--- src/rtl/rv32i_mc_control.sv ---
// rv32i_mc_control: multi-cycle control FSM for the RV32I core.
// Sequences FETCH -> DECODE -> EXEC -> (MEM) -> (WB) and drives the datapath
// strobes. Memory waits are bounded by TIMEOUT; exceeding it traps.
//
// Ports:
//   clk, rst (sync, active-low)
//   opcode, funct3        : fields from the instruction register
//   br_taken              : branch comparison result, valid in EXEC
//   imem_ready/dmem_ready : memory handshakes
//   imem_req, ir_write, dmem_req, dmem_we, pc_write, pc_src,
//   alu_a_sel, alu_b_sel, wb_sel, rf_write : combinational strobes
//   trap_cause            : sticky trap reason (registered)
//   state                 : current FSM state (debug)
module rv32i_mc_control #(
  parameter int unsigned TIMEOUT = 255
) (
  input  logic       clk,
  input  logic       rst,
  input  logic [6:0] opcode,
  input  logic [2:0] funct3,
  input  logic       br_taken,
  input  logic       imem_ready,
  input  logic       dmem_ready,
  output logic       imem_req,
  output logic       ir_write,
  output logic       dmem_req,
  output logic       dmem_we,
  output logic       pc_write,
  output logic [1:0] pc_src,
  output logic       alu_a_sel,
  output logic       alu_b_sel,
  output logic [1:0] wb_sel,
  output logic       rf_write,
  output logic [1:0] trap_cause,
  output logic [2:0] state
);

  localparam int unsigned CNT_W = 8;

  localparam logic [6:0] OP_OP     = 7'b0110011;
  localparam logic [6:0] OP_IMM    = 7'b0010011;
  localparam logic [6:0] OP_LUI    = 7'b0110111;
  localparam logic [6:0] OP_AUIPC  = 7'b0010111;
  localparam logic [6:0] OP_LOAD   = 7'b0000011;
  localparam logic [6:0] OP_STORE  = 7'b0100011;
  localparam logic [6:0] OP_BRANCH = 7'b1100011;
  localparam logic [6:0] OP_JAL    = 7'b1101111;
  localparam logic [6:0] OP_JALR   = 7'b1100111;
  localparam logic [6:0] OP_FENCE  = 7'b0001111;
  localparam logic [6:0] OP_SYSTEM = 7'b1110011;

  localparam logic [1:0] CAUSE_ILLEGAL = 2'd1;
  localparam logic [1:0] CAUSE_TIMEOUT = 2'd2;
  localparam logic [1:0] CAUSE_ECALL   = 2'd3;

  typedef enum logic [2:0] {
    S_FETCH  = 3'd0,
    S_DECODE = 3'd1,
    S_EXEC   = 3'd2,
    S_MEM    = 3'd3,
    S_WB     = 3'd4,
    S_TRAP   = 3'd5
  } state_t;

  state_t           state_q, state_d;
  logic [CNT_W-1:0] cnt_q, cnt_d;
  logic [1:0]       cause_q, cause_d;
  logic             legal;
  logic             waiting;
  logic             at_limit;

  // State, wait counter and trap cause registers
  always_ff @(posedge clk) begin
    if (!rst) begin
      state_q <= S_FETCH;
      cnt_q   <= '0;
      cause_q <= '0;
    end else begin
      state_q <= state_d;
      cnt_q   <= cnt_d;
      cause_q <= cause_d;
    end
  end

  // Opcode legality
  always_comb begin
    legal = 1'b0;
    case (opcode)
      OP_OP, OP_IMM, OP_LUI, OP_AUIPC, OP_LOAD, OP_STORE,
      OP_BRANCH, OP_JAL, OP_JALR, OP_FENCE, OP_SYSTEM: legal = 1'b1;
      default: legal = 1'b0;
    endcase
  end

  assign at_limit = (cnt_q == CNT_W'(TIMEOUT));

  // Next state, trap cause and strobes
  always_comb begin
    state_d   = state_q;
    cause_d   = cause_q;
    imem_req  = 1'b0;
    ir_write  = 1'b0;
    dmem_req  = 1'b0;
    dmem_we   = 1'b0;
    pc_write  = 1'b0;
    pc_src    = 2'd0;
    alu_a_sel = 1'b0;
    alu_b_sel = 1'b0;
    wb_sel    = 2'd0;
    rf_write  = 1'b0;
    waiting   = 1'b0;

    case (state_q)
      S_FETCH: begin
        imem_req = 1'b1;
        if (imem_ready) begin
          ir_write = 1'b1;
          state_d  = S_DECODE;
        end else if (at_limit) begin
          state_d = S_TRAP;
          cause_d = CAUSE_TIMEOUT;
        end else begin
          waiting = 1'b1;
        end
      end

      S_DECODE: begin
        if (!legal) begin
          state_d = S_TRAP;
          cause_d = CAUSE_ILLEGAL;
        end else if (opcode == OP_BRANCH && (funct3 == 3'b010 || funct3 == 3'b011)) begin
          state_d = S_TRAP;
          cause_d = CAUSE_ILLEGAL;
        end else if (opcode == OP_SYSTEM) begin
          state_d = S_TRAP;
          cause_d = CAUSE_ECALL;
        end else begin
          state_d = S_EXEC;
        end
      end

      S_EXEC: begin
        case (opcode)
          OP_OP: state_d = S_WB;
          OP_IMM, OP_LUI: begin
            alu_b_sel = 1'b1;
            state_d   = S_WB;
          end
          OP_AUIPC: begin
            alu_a_sel = 1'b1;
            alu_b_sel = 1'b1;
            state_d   = S_WB;
          end
          OP_LOAD, OP_STORE: begin
            alu_b_sel = 1'b1;
            state_d   = S_MEM;
          end
          OP_BRANCH: begin
            pc_write = 1'b1;
            pc_src   = br_taken ? 2'd1 : 2'd0;
            state_d  = S_FETCH;
          end
          OP_JAL, OP_JALR: state_d = S_WB;
          OP_FENCE: begin
            pc_write = 1'b1;
            state_d  = S_FETCH;
          end
          // Opcode changed under us after DECODE: treat as illegal
          default: begin
            state_d = S_TRAP;
            cause_d = CAUSE_ILLEGAL;
          end
        endcase
      end

      S_MEM: begin
        dmem_req  = 1'b1;
        dmem_we   = (opcode == OP_STORE);
        alu_b_sel = 1'b1;
        if (dmem_ready) begin
          if (opcode == OP_STORE) begin
            pc_write = 1'b1;
            state_d  = S_FETCH;
          end else begin
            state_d = S_WB;
          end
        end else if (at_limit) begin
          state_d = S_TRAP;
          cause_d = CAUSE_TIMEOUT;
        end else begin
          waiting = 1'b1;
        end
      end

      S_WB: begin
        rf_write = 1'b1;
        pc_write = 1'b1;
        state_d  = S_FETCH;
        case (opcode)
          OP_JAL: begin
            wb_sel = 2'd2;
            pc_src = 2'd1;
          end
          OP_JALR: begin
            wb_sel = 2'd2;
            pc_src = 2'd2;
          end
          OP_LOAD: wb_sel = 2'd1;
          default: wb_sel = 2'd0;
        endcase
      end

      S_TRAP: state_d = S_TRAP;

      default: state_d = S_TRAP;
    endcase

    // Reset overrides every strobe immediately
    if (!rst) begin
      imem_req  = 1'b0;
      ir_write  = 1'b0;
      dmem_req  = 1'b0;
      dmem_we   = 1'b0;
      pc_write  = 1'b0;
      pc_src    = 2'd0;
      alu_a_sel = 1'b0;
      alu_b_sel = 1'b0;
      wb_sel    = 2'd0;
      rf_write  = 1'b0;
    end
  end

  // Wait counter: cleared on any state change, counts stalled cycles otherwise
  always_comb begin
    cnt_d = cnt_q;
    if (state_d != state_q) begin
      cnt_d = '0;
    end else if (waiting) begin
      cnt_d = CNT_W'(cnt_q + 8'd1);
    end
  end

  assign trap_cause = cause_q;
  assign state      = state_q;

endmodule

--- config.mk ---
export PLATFORM = sky130hd
export DESIGN_NAME = rv32i_mc_control
export DESIGN_NICKNAME = d
export VERILOG_FILES = /design/src/rtl/rv32i_mc_control.sv
export SDC_FILE = /design/constraint.sdc
export NUM_CORES = 1
export LEC_CHECK = 0
export BUFFER_PORTS_ARGS = -buffer_cell sky130_fd_sc_hd__buf_2
export CORE_MARGIN = 3
export CORE_UTILIZATION = 55
export DETAILED_ROUTE_END_ITERATION = 10
export GPL_TIMING_DRIVEN = 0
export PLACE_DENSITY_LB_ADDON = 0.2
export SYNTH_ARGS = -nofsm -noshare
export SYNTH_HDL_FRONTEND = slang
export SYNTH_SLANG_ARGS = --single-unit
export TNS_END_PERCENT = 20
--- constraint.sdc ---
create_clock -name clk -period 3.8 [get_ports clk]
set_input_delay 0 -clock clk [delete_from_list [all_inputs] [get_ports clk]]
set_output_delay 0 -clock clk [all_outputs]
set_load 0.01 [all_outputs]
==> out/results.tsv, run 1 <==
stage	metric	value	unit
status	run status	completed	
layout	# diodes	0	
place	I/O Buffers	29	
synth	synthesized net count	166	
layout	Register Area	260	µm²
sta	Setup violations, final	0	
synth	share of flip-flops with an asynchronous set or reset	0	%
power_and_ir_drop	Reg power frac	44.4	%
run	# Max-Cap Violations	0	
power_and_ir_drop	total power density per cell area	263	mW/mm²
grt	GRT overflow	0	
layout	share of cells above drive strength 1	23.5	%
route	Initial DRC Count	66	
clock_tree	Post-CTS Setup Bufs	0	
floorplanning	starting density of the core	60.3	%
critical_path	reg2reg end	cnt_q[5]$_SDFFE_PP0P_	
synth	post-synthesis register bit count	13	
power_and_ir_drop	sw power	115	µW
place	global placement routability congestion	0.924	
floorplanning	Chip Height	50.2	µm
critical_path	CP startpoint kind	register	
floorplanning	Site Rows	15	
power_and_ir_drop	sw frac	34.2	%
clock_tree	cts repair resizes	0	
layout	Final #Nets	200	
route	WL/cell	13.4	µm
place	hpwl dp	2130	µm
critical_path	Critical Path Sink Type	output pin	
grt	number of global-route vias before repair	1138	
clock_tree	hold_buf cts	0	
critical_path	Crit Path Class	register to output pin	
clock_tree	Clk pin slew, worst setup/hold paths	0.07	ns
worst_hold_path	worst hold start	dmem_ready	
critical_path	crit-path max FO	10	
clock_tree	worst-case clock buffer depth	2	
sta	unrepaired setup endpoints after global routing	no	
route	vias	1224	
grt	initial antenna violation count	0	
route	Post-route DRC	0	
grt	largest net degree at the start of global routing	11	
critical_path	Data required, critical path	3.80	ns
synth	syn_area_per_cell	7.17	µm²
floorplanning	number of I/O pins	32	
grt	first-pass GRT wire length	4770	µm
route	final wirelength	2790	µm
sta	Relative slew margins	62.5	%
sta	Final period util	52.1	%
sta	hold slack	0.259	ns
sta	Hold Vio Cnt, Final	0	
clock_tree	clk_lat worst skew	0.28	ns
floorplanning	Die Width	50.2	µm
critical_path	worst reg2reg setup slack	2.00	ns
power_and_ir_drop	static leakage	0.000568	µW
layout	area delta synth->final	19.0	%
clock_tree	root buffer cell	clkbuf_4	
power_and_ir_drop	Pint	221	µW
layout	Multi-input gate area	749	µm²
synth	Post-synth top flop	dfxtp_1	
power_and_ir_drop	peak supply drop	0.263	mV
layout	filler cell count	157	
power_and_ir_drop	Gate power share	29.9	%
critical_path	Worst R2R Path Depth	7	
sta	min cycle time layout	1.98	ns
floorplanning	Die ar.	0.00252	mm²
clock_tree	total CTS buffers	3	
synth	Syn Inst Count	150	
synth	yosys warns	0	
worst_hold_path	WHS Endpoint	state[1]$_SDFF_PN0_	
sta	Final Max Slew Viols	0	
floorplanning	core area	0.00178	mm²
route	drt pass-1 iters	4	
power_and_ir_drop	Clk pwr share	25.6	%
synth	count of different cell masters after synthesis	44	
critical_path	Worst R2R Start	cnt_q[0]$_SDFFE_PP0P_	
synth	mapped cell area	0.00107	mm²
critical_path	Worst EP arrival	1.98	ns
clock_tree	TritonCTS clock tree	done	
sta	Max Clk Rate	0.505	GHz
synth	EDFF count, synth	0	
sta	actual slew at the worst max-slew pin	0.557	ns
sta	Final Skew	0.0129	ns
grt	Total GRT Usage	24.0	%
sta	TNS Setup	0	ns
synth	sequential area share after synthesis	24.2	%
worst_hold_path	Hold Path Class	primary input to register	
route	Post-DRT Antenna Nets	0	
route	post-DR vias/cell	5.88	
clock_tree	Sink Count	13	
worst_hold_path	hold path depth	5	
clock_tree	Max H-tree Level	1	
[flip-flops by register name (all words and copies together) (netlist names)]
name        cells
trap_cause      2
state           3
cnt_q           8
[cells by family after synthesis]
group,count (synthesis),synth area share [%]
adders and majority gates,1,1.16
AOI/OAI and AO/OA,35,22.8
xor gates and xnor gates,7,5.70
muxes,4,3.73
DFF,13,24.2
and+or+nand+nor,76,36.3
buffers and inverters,14,6.05
[cells in the mapped netlist, types with 2 or more instances]
library cell / count / area, µm²
nor2_1: 23 / 86.3
nand2_1: 15 / 56.3
dfxtp_1: 13 / 260
o21ai_0: 9 / 45.0
a21oi_1: 6 / 30.0
nand3_1: 6 / 30.0
nor3_1: 6 / 30.0
clkbuf_1: 5 / 18.8
and3_1: 4 / 25.0
buf_2: 4 / 20.0
inv_1: 4 / 15.0
mux2i_1: 4 / 40.0
nor2b_1: 4 / 25.0
xor2_1: 4 / 35.0
nand2b_1: 3 / 18.8
nand4_1: 3 / 18.8
xnor2_1: 3 / 26.3
a211oi_2: 2 / 25.0
a21o_1: 2 / 15.0
a31oi_1: 2 / 12.5
nor4_1: 2 / 12.5
o221ai_1: 2 / 17.5
o22ai_1: 2 / 12.5
o31ai_1: 2 / 15.0
[routing by layer]
layer	wire length (µm)	part of all wire [%]	up-vias	global-route usage (%)
met2	1280	46	49	39.8
met4	53	1.9	0	12.4
met5	0	0	-	0
met3	221	7.9	6	3.86
met1	1230	44	563	29.5
li1	-	-	606	-
[power by group through the flow]
stage / logic (µW) / registers (µW) / clock network [µW]
after detailed placement: 98.6 / 152 / 0
after global routing: 112 / 150 / 94.3
final: 101 / 149 / 86.0
after floorplan: 66.0 / 153 / 0
after CTS: 99.3 / 149 / 89.4
after global placement: 95.6 / 152 / 0
[cell usage in the layout, fill, tap and decap left out, types with 2 or more instances in the layout]
cell type / synthesis / routed
a211oi_2: 2 / 2
a21o_1: 2 / 2
a21oi_1: 6 / 6
a31oi_1: 2 / 2
and3_1: 4 / 4
buf_2: 4 / 33
clkbuf_1: 5 / 5
clkbuf_4: 0 / 3
dfxtp_1: 13 / 13
inv_1: 4 / 4
mux2i_1: 4 / 4
nand2_1: 15 / 15
nand2b_1: 3 / 3
nand3_1: 6 / 6
nand4_1: 3 / 3
nor2_1: 23 / 23
nor2b_1: 4 / 4
nor3_1: 6 / 6
nor4_1: 2 / 2
o21ai_0: 9 / 9
o221ai_1: 2 / 2
o22ai_1: 2 / 2
o31ai_1: 2 / 2
xnor2_1: 3 / 3
xor2_1: 4 / 4
[critical path, cell delays in order, from the launching register on]
cell,delay [ns]
dfxtp_1,0.36
clkbuf_1,0.23
nand2b_1,0.22
nor2_1,0.17
nand3b_1,0.15
nor3b_1,0.23
a31oi_1,0.06
nor3_1,0.14
buf_2,0.15
[area by class of cell]
cell class	instances	area share (%)
Buffer	10	3.91
Clock buffer	3	1.76
Tap cell	25	2.45
Clock inverter	1	0.391
Inverter	4	1.17
Multi-Input combinational cell	123	58.6
Sequential cell	13	20.4
Timing Repair Buffer	29	11.4
[metrics by stage]
step / cell area, µm² / util (%) / worst slack (ns) / power, µW / std cells
floorplan: 1070 / - / 2.16 / 219 / 150
global placement: 1250 / 70.2 / 2.08 / 247 / 204
detailed placement: 1250 / 70.2 / 2.00 / 251 / 204
CTS: 1280 / 71.7 / 1.82 / 338 / 208
global route: 1280 / 71.7 / 1.60 / 357 / 208
finish: 1280 / 71.7 / 1.82 / 336 / 208
[how the worst max path moves through the flow]
| stage | cells past startpoint | slack (ns) | to | start |
|---|---|---|---|---|
| after detailed placement | 7 | 2.00 | cnt_q[5]$_SDFFE_PP0P_ | state[1]$_SDFF_PN0_ |
| after floorplan | 7 | 2.16 | cnt_q[5]$_SDFFE_PP0P_ | state[1]$_SDFF_PN0_ |
| after global routing | 8 | 1.60 | pc_src[0] | state[0]$_SDFF_PN0_ |
| after global placement | 7 | 2.08 | cnt_q[5]$_SDFFE_PP0P_ | cnt_q[0]$_SDFFE_PP0P_ |
| after CTS | 8 | 1.82 | pc_src[0] | state[0]$_SDFF_PN0_ |
| final | 8 | 1.82 | pc_src[0] | state[0]$_SDFF_PN0_ |
(Power assumes the default switching activity.)
==> run 2, diff against run 1 <==
- ABC_AREA: not set -> 1
- CORE_UTILIZATION: 55 -> 51
- clock period: 3.8 -> 2.03 ns (I/O delays scaled with it)
==> run 2 against run 1 <==
Effect of this change:
- first-iteration DRC count decreased by 58%
- combinational power grew to 5.0 times the previous value
- sequential power increased by 120%
- clock skew decreased by 0.0058 ns
- critical path depth up 3
- via count is 1.3% higher
- die area up 9.9%
- cell count is 19% higher
- core utilization shrank 5.8 points
- routed wire length decreased by 11%
- worst hold slack worse by 0.22 ns
- worst setup slack worse by 1.6 ns
- critical path type is now register to register
- critical endpoint is now cnt_q[4]$_SDFFE_PP0P_
- largest cell class unchanged
- highest routed layer is now met3
==> out/results.tsv, run 2 <==
stage	metric	value	unit
status	run status	completed	
clock_tree	Max H-tree Level	1	
synth	most frequent cell after synthesis	nand2_1	
route	Post-DRT Antenna Nets	0	
synth	share of flip-flops with an asynchronous set or reset	0	%
sta	Hold Vio Cnt, Final	0	
grt	first-pass GRT wire length	4210	µm
layout	# diodes	0	
clock_tree	total CTS buffers	3	
clock_tree	Clk pin slew, worst setup/hold paths	0.08	ns
grt	number of global-route vias before repair	1091	
floorplanning	Site Rows	16	
route	Post-route DRC	0	
synth	synthesized net count	203	
critical_path	Worst R2R Path Depth	11	
sta	min cycle time layout	1.81	ns
grt	Top Usage Layer GRT	met2	
power_and_ir_drop	static leakage	0.000676	µW
critical_path	Worst EP arrival	1.98	ns
layout	Most flops, register	cnt_q	
grt	Total GRT Usage	19.6	%
critical_path	Worst R2R Start	cnt_q[1]$_SDFFE_PP0P_	
clock_tree	root buffer cell	clkbuf_4	
worst_hold_path	Hold Path Class	primary input to register	
power_and_ir_drop	peak supply drop	0.510	mV
place	I/O Buffers	30	
sta	Final Max Slew Viols	0	
grt	GRT overflow	0	
clock_tree	hold_buf cts	0	
synth	top cell type's share of synthesized area	23.5	%
layout	Core Util, Final	65.9	%
grt	initial antenna violation count	0	
place	global placement routability congestion	0.891	
route	WL/cell	9.96	µm
synth	Yosys top cell by area	dfxtp_1	
synth	Post-synth top flop	dfxtp_1	
sta	Max Clk Rate	0.552	GHz
route	final wirelength	2470	µm
grt	M3 GR Usage	5.13	%
clock_tree	TritonCTS clock tree	done	
sta	TNS Setup	0	ns
synth	EDFF count, synth	0	
layout	Final #Nets	238	
layout	Largest register FFs	8	
critical_path	Critical Path Sink Type	register	
synth	Syn Inst Count	187	
floorplanning	Die ar.	0.00277	mm²
critical_path	crit-path max FO	8	
critical_path	CP startpoint kind	register	
route	Initial DRC Count	28	
worst_hold_path	hold path depth	3	
layout	most frequent cells in the layout	42 x nand2_1, 38 x nor2_1, 30 x buf_2, 28 x inv_1, 14 x nand3_1	
critical_path	Data required, critical path	2.20	ns
clock_tree	cts repair resizes	0	
synth	yosys warns	0	
sta	Final Skew	0.00709	ns
synth	top cells by count, synth	42 x nand2_1, 38 x nor2_1, 28 x inv_1	
layout	area delta synth->final	19.0	%
layout	Finished Cell Area	0.00132	mm²
power_and_ir_drop	total power density per cell area	747	mW/mm²
floorplanning	number of I/O pins	32	
place	area post-placement	0.00129	mm²
synth	syn_area_per_cell	5.93	µm²
grt	M1 GR Usage	24.1	%
floorplanning	core area	0.00200	mm²
synth	count of different cell masters after synthesis	26	
sta	Setup violations, final	0	
synth	sequential area share after synthesis	23.5	%
synth	ranking of synthesized cells by area	dfxtp_1 23%, nand2_1 14%, nor2_1 13%	
clock_tree	Sink Count	13	
worst_hold_path	worst hold start	rst	
grt	largest net degree at the start of global routing	11	
synth	mapped cell area	0.00111	mm²
sta	Relative slew margins	70.8	%
synth	post-synthesis register bit count	13	
sta	unrepaired setup endpoints after global routing	no	
place	hpwl dp	2070	µm
route	vias	1240	
layout	share of cells above drive strength 1	24.0	%
floorplanning	Die Width	52.6	µm
clock_tree	Post-CTS Setup Bufs	0	
critical_path	Crit Path Class	register to register	
grt	met2 GRT Util	34.7	%
clock_tree	worst-case clock buffer depth	2	
route	post-DR vias/cell	5.00	
critical_path	Worst Setup SP	cnt_q[1]$_SDFFE_PP0P_	
floorplanning	starting density of the core	55.4	%
sta	actual slew at the worst max-slew pin	0.437	ns
layout	most common cell after layout, fill and taps aside	nand2_1	
clock_tree	clk_lat worst skew	0.28	ns
floorplanning	Chip Height	52.6	µm
sta	Final period util	89.3	%
route	drt pass-1 iters	4	
run	# Max-Cap Violations	0	
-- run 2: cell types whose count changed after synthesis, moves of 5 or more --
cell / previous run / this run
a21oi_1: 6 / 11
inv_1: 4 / 28
nand2_1: 15 / 42
nand2_2: 0 / 7
nand3_1: 6 / 14
nor2_1: 23 / 38
o21ai_0: 9 / 3
-- run 2: area by class of cell --
class                           count  area (µm²)
Buffer                              1        3.75
Tap cell                           27        33.8
Multi-Input combinational cell    143         732
Clock buffer                        4        26.3
Sequential cell                    13         260
Inverter                           30         113
Timing Repair Buffer               30         150
Fill cell                         201         683
-- run 2: worst paths after layout --
check             slack [ns]                    endpoint
hold reg to reg         0.47  trap_cause[0]$_SDFFE_PN0P_
setup / recovery        0.22       cnt_q[4]$_SDFFE_PP0P_
hold / removal          0.04  trap_cause[1]$_SDFFE_PN0P_
setup reg to reg        0.22       cnt_q[4]$_SDFFE_PP0P_
-- run 2: critical path, stage by stage, from the launching register on --
cell	delay [ns]
dfxtp_1	0.38
ha_1	0.21
inv_1	0.05
nor2_1	0.13
nand2_1	0.15
nand2_1	0.13
a21boi_0	0.26
nand3_1	0.11
nand2_1	0.09
inv_2	0.04
nand3_4	0.11
nor2_1	0.05
-- run 2: routing by layer --
metal  routed length [µm]  vias up
li1                     -      666
met1                 1170      548
met2                 1180       26
met5                    0        -
met3                  121        0
met4                    0        0
-- run 2: per-stage QoR --
step                cells  power, µW  worst slack (ns)  hold WS, ns
floorplan             187        706             0.467        0.114
global placement      244        824             0.306        0.320
detailed placement    244        837             0.228        0.314
CTS                   248        996             0.208       0.0232
global route          248       1070            0.0122       0.0207
finish                248        985             0.217       0.0367
-- run 2: cell families (layout without fill, tap and decap cells) --
logic type / count (synthesis) / after routing / share of synthesized area, %
muxes: 1 / 1 / 1.02
DFF: 13 / 13 / 23.5
adders and majority gates: 1 / 1 / 1.13
and+or+nand+nor: 119 / 119 / 51.7
xor gates and xnor gates: 5 / 5 / 3.95
AOI/OAI and AO/OA: 17 / 17 / 8.24
buffers and inverters: 31 / 65 / 10.5
-- run 2: power by group --
group,internal [µW],total (µW),switching (µW)
combinational,179,506,326
clock,76.2,155,78.8
sequential,289,324,35.3
total,544,985,441
